$ cat src/rtl/sprite_blitter.sv
// sprite_blitter: copies one SPRITE_W x SPRITE_H sprite from a ROM into the SRAM
// back buffer by read-modify-write of packed words, with transparency, unaligned X
// and screen clipping. Optional mirroring: define SPRITE_BLITTER_FLIP_EN for Flip_X.
module sprite_blitter #(
  parameter int unsigned SPRITE_W    = 16,
  parameter int unsigned SPRITE_H    = 16,
  parameter int unsigned PIX_BITS    = 4,
  parameter int unsigned WORD_BITS   = 16,
  parameter int unsigned NUM_SPRITES = 2,
  parameter int unsigned SCREEN_W    = 640,
  parameter int unsigned SCREEN_H    = 480,
  parameter int unsigned TRANSPARENT = 0,
  localparam int unsigned ID_BITS    = (NUM_SPRITES > 1) ? $clog2(NUM_SPRITES) : 1
) (
  input  logic                 Clk,
  input  logic                 Reset_N,
`ifdef SPRITE_BLITTER_FLIP_EN
  input  logic                 Flip_X,
`endif
  input  logic                 Start,
  input  logic [ID_BITS-1:0]   Sprite_Id,
  input  logic [9:0]           ImgX,
  input  logic [9:0]           ImgY,
  input  logic                 Back_Sel,
  output logic                 Busy,
  output logic                 Done,
  output logic [ID_BITS-1:0]   Rom_Sel,
  output logic [11:0]          Rom_Addr,
  input  logic [PIX_BITS-1:0]  Rom_Data,
  output logic                 Mem_Req,
  input  logic                 Mem_Gnt,
  output logic                 Mem_WE_N,
  output logic [19:0]          Mem_Addr,
  output logic [WORD_BITS-1:0] Mem_Wdata,
  input  logic [WORD_BITS-1:0] Mem_Rdata
);

  localparam int unsigned PPW = WORD_BITS / PIX_BITS;
  localparam int unsigned XW  = 11;                  // pixel / word coordinate width
  localparam int unsigned RW  = 7;                   // sprite row counter width
  localparam int unsigned AW  = 12;                  // ROM address width
  localparam int unsigned MW  = $clog2(PPW + 2);     // merge slot counter width

  typedef enum logic [2:0] {
    IDLE, RD_REQ, RD_WAIT, MERGE, WR_REQ, NEXT, DONE
  } state_t;

  state_t               state_q, state_d;
  logic                 busy_q, busy_d;
  logic                 done_q, done_d;
  logic                 mem_req_q, mem_req_d;
  logic                 mem_we_n_q, mem_we_n_d;
  logic [AW-1:0]        rom_addr_q, rom_addr_d;
  logic [ID_BITS-1:0]   sel_q, sel_d;
  logic                 bsel_q, bsel_d;
  logic [XW-1:0]        x0_q, x0_d;            // latched ImgX
  logic [XW-1:0]        xb0_q, xb0_d;          // first word's leftmost pixel x
  logic [XW-1:0]        w0_q, w0_d;
  logic [XW-1:0]        w1_q, w1_d;
  logic [XW-1:0]        w_q, w_d;
  logic [XW-1:0]        xbase_q, xbase_d;      // leftmost pixel x of current word
  logic [RW-1:0]        r_q, r_d;
  logic [XW-1:0]        y_q, y_d;
  logic [AW-1:0]        row_base_q, row_base_d;
  logic [MW-1:0]        m_q, m_d;
  logic [WORD_BITS-1:0] buf_q, buf_d;
`ifdef SPRITE_BLITTER_FLIP_EN
  logic                 flip_q, flip_d;
`endif

  // launch-time span and slot helpers
  logic [XW-1:0] l_w0, l_w1, l_xe, l_cap;
  logic [MW-1:0] a_slot, d_slot;
  logic [XW-1:0] px_a, px_d, col_a;
  logic          ok_a, ok_d;

  function automatic logic slot_ok(input logic [XW-1:0] px, input logic [XW-1:0] x0);
    return (px >= x0) && ((px - x0) < XW'(SPRITE_W)) && (px < XW'(SCREEN_W));
  endfunction

  // state and datapath registers
  always_ff @(posedge Clk or negedge Reset_N) begin
    if (!Reset_N) begin
      state_q    <= IDLE;
      busy_q     <= 1'b0;
      done_q     <= 1'b0;
      mem_req_q  <= 1'b0;
      mem_we_n_q <= 1'b1;
      rom_addr_q <= '0;
      sel_q      <= '0;
      bsel_q     <= 1'b0;
      x0_q       <= '0;
      xb0_q      <= '0;
      w0_q       <= '0;
      w1_q       <= '0;
      w_q        <= '0;
      xbase_q    <= '0;
      r_q        <= '0;
      y_q        <= '0;
      row_base_q <= '0;
      m_q        <= '0;
      buf_q      <= '0;
`ifdef SPRITE_BLITTER_FLIP_EN
      flip_q     <= 1'b0;
`endif
    end else begin
      state_q    <= state_d;
      busy_q     <= busy_d;
      done_q     <= done_d;
      mem_req_q  <= mem_req_d;
      mem_we_n_q <= mem_we_n_d;
      rom_addr_q <= rom_addr_d;
      sel_q      <= sel_d;
      bsel_q     <= bsel_d;
      x0_q       <= x0_d;
      xb0_q      <= xb0_d;
      w0_q       <= w0_d;
      w1_q       <= w1_d;
      w_q        <= w_d;
      xbase_q    <= xbase_d;
      r_q        <= r_d;
      y_q        <= y_d;
      row_base_q <= row_base_d;
      m_q        <= m_d;
      buf_q      <= buf_d;
`ifdef SPRITE_BLITTER_FLIP_EN
      flip_q     <= flip_d;
`endif
    end
  end

  // next-state, pixel merge pipeline and registered output values
  always_comb begin
    state_d    = state_q;
    busy_d     = busy_q;
    done_d     = done_q;
    rom_addr_d = rom_addr_q;
    sel_d      = sel_q;
    bsel_d     = bsel_q;
    x0_d       = x0_q;
    xb0_d      = xb0_q;
    w0_d       = w0_q;
    w1_d       = w1_q;
    w_d        = w_q;
    xbase_d    = xbase_q;
    r_d        = r_q;
    y_d        = y_q;
    row_base_d = row_base_q;
    m_d        = m_q;
    buf_d      = buf_q;
`ifdef SPRITE_BLITTER_FLIP_EN
    flip_d     = flip_q;
`endif

    l_w0  = XW'(ImgX) / XW'(PPW);
    l_xe  = XW'(ImgX) + XW'(SPRITE_W - 1);
    l_cap = XW'((SCREEN_W - 1) / PPW);
    l_w1  = ((l_xe / XW'(PPW)) < l_cap) ? (l_xe / XW'(PPW)) : l_cap;

    // ROM address runs one slot ahead of the data being merged
    a_slot = (state_q == RD_WAIT) ? '0 : MW'(m_q + MW'(1));
    d_slot = MW'(m_q - MW'(1));
    px_a   = xbase_q + XW'(a_slot);
    px_d   = xbase_q + XW'(d_slot);
    ok_a   = slot_ok(px_a, x0_q);
    ok_d   = slot_ok(px_d, x0_q);
    col_a  = px_a - x0_q;
`ifdef SPRITE_BLITTER_FLIP_EN
    if (flip_q) col_a = XW'(SPRITE_W - 1) - col_a;
`endif

    case (state_q)
      IDLE: begin
        if (Start) begin
          busy_d     = 1'b1;
          sel_d      = Sprite_Id;
          bsel_d     = Back_Sel;
          x0_d       = XW'(ImgX);
          w0_d       = l_w0;
          w1_d       = l_w1;
          xb0_d      = l_w0 * XW'(PPW);
          w_d        = l_w0;
          xbase_d    = l_w0 * XW'(PPW);
          r_d        = '0;
          y_d        = XW'(ImgY);
          row_base_d = '0;
`ifdef SPRITE_BLITTER_FLIP_EN
          flip_d     = Flip_X;
`endif
          // nothing visible: spend one cycle in NEXT so Busy still pulses
          if ((XW'(ImgY) < XW'(SCREEN_H)) && (l_w0 <= l_w1)) state_d = RD_REQ;
          else                                                state_d = NEXT;
        end
      end
      RD_REQ: begin
        if (Mem_Gnt) state_d = RD_WAIT;
      end
      RD_WAIT: begin
        buf_d   = Mem_Rdata;
        m_d     = '0;
        state_d = MERGE;
      end
      MERGE: begin
        if (m_q != '0 && ok_d && Rom_Data != PIX_BITS'(TRANSPARENT)) begin
          for (int unsigned s = 0; s < PPW; s++) begin
            if (MW'(s) == d_slot) buf_d[s*PIX_BITS +: PIX_BITS] = Rom_Data;
          end
        end
        if (m_q == MW'(PPW)) begin
          m_d     = '0;
          state_d = WR_REQ;
        end else begin
          m_d = MW'(m_q + MW'(1));
        end
      end
      WR_REQ: begin
        if (Mem_Gnt) state_d = NEXT;
      end
      NEXT: begin
        if (!((y_q < XW'(SCREEN_H)) && (w0_q <= w1_q))) begin
          state_d = DONE;
        end else if (w_q < w1_q) begin
          w_d     = w_q + XW'(1);
          xbase_d = xbase_q + XW'(PPW);
          state_d = RD_REQ;
        end else if ((RW'(r_q + RW'(1)) < RW'(SPRITE_H)) && ((y_q + XW'(1)) < XW'(SCREEN_H))) begin
          r_d        = r_q + RW'(1);
          y_d        = y_q + XW'(1);
          row_base_d = row_base_q + AW'(SPRITE_W);
          w_d        = w0_q;
          xbase_d    = xb0_q;
          state_d    = RD_REQ;
        end else begin
          state_d = DONE;
        end
        if (state_d == DONE) begin
          busy_d = 1'b0;
          done_d = 1'b1;
        end
      end
      DONE: begin
        if (!Start) begin
          done_d  = 1'b0;
          state_d = IDLE;
        end
      end
      default: state_d = IDLE;
    endcase

    if ((state_q == RD_WAIT || state_q == MERGE) && (a_slot < MW'(PPW))) begin
      rom_addr_d = ok_a ? (row_base_q + AW'(col_a)) : row_base_q;
    end

    mem_req_d  = (state_d == RD_REQ) || (state_d == WR_REQ);
    mem_we_n_d = (state_d != WR_REQ);
  end

  assign Busy      = busy_q;
  assign Done      = done_q;
  assign Rom_Sel   = sel_q;
  assign Rom_Addr  = rom_addr_q;
  assign Mem_Req   = mem_req_q;
  assign Mem_WE_N  = mem_we_n_q;
  assign Mem_Addr  = {1'b0, bsel_q, y_q[9:0], w_q[7:0]};
  assign Mem_Wdata = buf_q;

endmodule

$ cat config.mk
export PLATFORM = sky130hd
export DESIGN_NAME = sprite_blitter
export DESIGN_NICKNAME = d
export VERILOG_FILES = /design/src/rtl/sprite_blitter.sv
export SDC_FILE = /design/constraint.sdc
export NUM_CORES = 1
export LEC_CHECK = 0
export BUFFER_PORTS_ARGS = -buffer_cell sky130_fd_sc_hd__buf_2
export CAP_MARGIN = 20
export CORE_UTILIZATION = 40
export CTS_BUF_LIST = sky130_fd_sc_hd__clkbuf_16
export CTS_CLUSTER_SIZE = 28
export DETAILED_ROUTE_END_ITERATION = 10
export GPL_ROUTABILITY_DRIVEN = 0
export PLACE_DENSITY = 0.64
export SLEW_MARGIN = 30
export SYNTH_ARGS = -nofsm -noshare
export SYNTH_HDL_FRONTEND = slang
export SYNTH_SLANG_ARGS = --single-unit
$ cat constraint.sdc
create_clock -name Clk -period 12 [get_ports Clk]
set_input_delay 0 -clock Clk [delete_from_list [all_inputs] [get_ports Clk]]
set_output_delay 0 -clock Clk [all_outputs]
set_load 0.02 [all_outputs]
==> impl_metrics.py <==
metrics = {
    "outcome": {
        "status": "complete, no violations",
    },
    "clocking": {
        "htree_levels": 3,
        "cts_resized": 0,
        "clock_path_buffers": 2,
        "cts_buffers": 9,
        "numClockSinks": 105,
        "clockRootBuffer": "clkbuf_16",
        "postCtsHoldBufs": 27,
        "clock_latency_ns": 0.36,
        "cts.clk_slew.worst_paths_ns": 0.08,
        "cts_tree": "built",
        "cts_setup_buffers": 0,
    },
    "sta": {
        "holdWs_ns": 0.01800,
        "fmaxAchievable_mhz": 183.5,
        "rsz0062_at_grt": "no",
        "finalSetupTns_ns": 0,
        "slew_viol_final": 0,
        "setup_viol": 0,
        "finalCritPeriodShare_pct": 45.42,
        "fin_skew_ns": 0.01088,
        "hold_violations": 0,
        "relSlewSlack_pct": 40.43,
        "min_period_ns": 5.451,
        "tightest_slew_ns": 0.8903,
    },
    "critical_path": {
        "rr_worst_depth": 21,
        "critPathLaunchType": "flop",
        "crit_arrival_ns": 5.74,
        "ff2ff_setup_slack_ns": 6.55,
        "r2r_start": "state_q[1]",
        "crit_fanout": 13,
        "criticalPathCategory": "reg -> reg",
        "required_ns": 12.29,
        "end_kind": "flop",
        "r2r-end": "Rom_Addr[10]",
    },
    "die": {
        "die_area_um2": 20750,
        "core_um2": 19650,
        "boundaryPins": 99,
        "chipHeight_um": 144.1,
        "die_w_um": 144.1,
        "rows": 51,
        "start_util_pct": 41.07,
    },
    "grt": {
        "grt_max_degree": 68,
        "track_usage_pct": 21.54,
        "grt_pass1_vias": 6892,
        "antenna_found_initial": 0,
        "grt_pass1_wl_um": 35320,
        "grt.overflow.total": 0,
    },
    "detailed_routing": {
        "drc_errors": 0,
        "wire_per_inst_um": 16.39,
        "drtIter0Drc": 342,
        "dr.pass1.iters": 5,
        "ant_nets": 0,
        "via_per_inst": 5.521,
        "vias": 7117,
        "drt_wl_total_um": 21120,
    },
    "place": {
        "io_buffer_count": 97,
        "dp_hpwl_um": 15020,
    },
    "logic_synthesis": {
        "yosysWarnings": 0,
        "async_flop_share_pct": 100.0,
        "synth_top_cell_area_share_pct": 32.24,
        "synth.most_common_cell": "nand2_1",
        "yosysUniqueCellTypes": 82,
        "synth_edf_count": 0,
        "avgSynthCellArea_um2": 8.579,
        "synth_seq_area_share_pct": 32.56,
        "yosysTopAreaCell": "dfrtp_1",
        "syn_inst": 941,
        "synth_area_um2": 8073,
        "synth-seq-cells": 105,
        "netlist_top_cells_count": "nand2_1 (126), dfrtp_1 (104), ha_1 (63)",
        "synth_area_leaders": "dfrtp_1 (32%), ha_1 (9.8%), nand2_1 (5.9%)",
        "ys.flop_type": "dfrtp_1",
    },
    "flow_run": {
        "drv_cap": 0,
    },
    "cells_and_area": {
        "layout-drive-gt1-share_pct": 16.31,
        "area_delta_synth_final_pct": 13.72,
        "nets": 1129,
        "fill_cells": 1976,
        "diodes": 0,
    },
    "hold_path": {
        "hp-class": "in -> reg",
        "hold_depth": 3,
        "hold_end": "w0_q[1]",
        "min_from": "ImgX[3]",
    },
}
[kinds of logic (layout without fill, tap and decap cells)]
kind of cell | after synthesis | after routing | share of synthesized area (%)
compound gates | 239 | 239 | 20.66
xor+xnor | 48 | 48 | 5.440
fa+ha+maj | 64 | 64 | 10.01
buf+inv | 110 | 190 | 6.385
flops | 105 | 105 | 32.56
mux | 30 | 30 | 4.076
other cells | 1 | 4 | 0.04645
simple gates | 344 | 344 | 20.82
[worst max-delay path, stage by stage (launching register included)]
cell      delay, ns
dfrtp_1        0.54
nor3b_1        0.63
a21oi_1        0.18
ha_1           0.29
a21o_1         0.21
nand2_1        0.09
xnor2_1        0.07
ha_1           0.37
a21oi_2        0.23
a21boi_1       0.09
or4b_4         0.51
o21a_1         0.14
xnor2_1        0.13
buf_4          0.19
clkinv_1       0.20
ha_1           0.39
a21oi_1        0.19
nor3b_1        0.30
a21oi_1        0.15
o211ai_1       0.19
nand4_1        0.11
a31oi_1        0.17
[area by class of cell]
class / instances / area, um2 / area share (%)
clock buffers: 9 / 225.2 / 2.453
clock inverters: 7 / 76.32 / 0.8314
inverters: 43 / 161.4 / 1.758
multi-input cells: 729 / 4942 / 53.84
flip-flops and latches: 105 / 2629 / 28.64
well taps: 265 / 331.6 / 3.612
repair buffers: 131 / 814.5 / 8.873
[cells in the final DEF (no fill, tap or decap), types with 5 or more instances in the layout]
cell	count
or3_1	7
and4_1	6
a21oi_1	44
o31ai_1	14
nor2b_1	6
ha_1	63
dlygate4sd3_1	27
inv_1	41
dfrtp_1	104
a31oi_1	26
a22oi_1	5
nand3_1	27
nor4_1	7
nand4_1	21
o21ai_0	56
nor2_1	62
and2_1	6
nand2_1	125
clkbuf_16	9
o22a_1	7
a2bb2oi_1	5
o22ai_1	5
or2_2	8
xor2_1	22
buf_2	96
mux2_2	23
and3_1	19
buf_4	7
xnor2_1	25
a21o_1	12
o211ai_1	6
nor3_1	16
nand2b_1	17
mux2i_1	7
o21a_1	8
a211oi_1	5
[sequential cells by signal, indices dropped and copies added (netlist names), 2 cells and up]
name / flops
state_q: 3
Rom_Addr: 12
w0_q: 8
x0_q: 2
w_q: 11
row_base_q: 8
xbase_q: 9
w1_q: 9
y_q: 11
m_q: 3
r_q: 7
Mem_Wdata: 16
[metrics by stage]
stage / util (%) / cells / setup slack [ns] / area [um2]
floorplan: - / 944 / 7.117 / 8084
global placement: 43.78 / 1246 / 6.736 / 8605
detailed placement: 43.78 / 1246 / 6.552 / 8605
CTS: 46.69 / 1289 / 6.550 / 9176
global route: 46.71 / 1289 / 5.978 / 9180
finish: 46.71 / 1289 / 6.549 / 9180
[worst max path at each step]
stage | start | cells past startpoint | slack (ns) | endpoint
5_1_grt | state_q[1] | 21 | 5.98 | Rom_Addr[10]
6_report | state_q[1] | 21 | 6.55 | Rom_Addr[10]
2_1_floorplan | state_q[1] | 21 | 7.12 | Rom_Addr[10]
3_5_place_dp | state_q[1] | 21 | 6.55 | Rom_Addr[10]
3_3_place_gp | state_q[1] | 21 | 6.74 | Rom_Addr[10]
4_1_cts | state_q[1] | 21 | 6.55 | Rom_Addr[10]
[metal layers]
layer  wire length, um  GRT usage (%)
met1             10200          29.57
met2              9550          34.78
met3              1030          3.510
met4               343          6.047
met5                 0              0
Power is not shown: default switching activity piles up to over one toggle a cycle in this logic, so the estimate is an artifact.
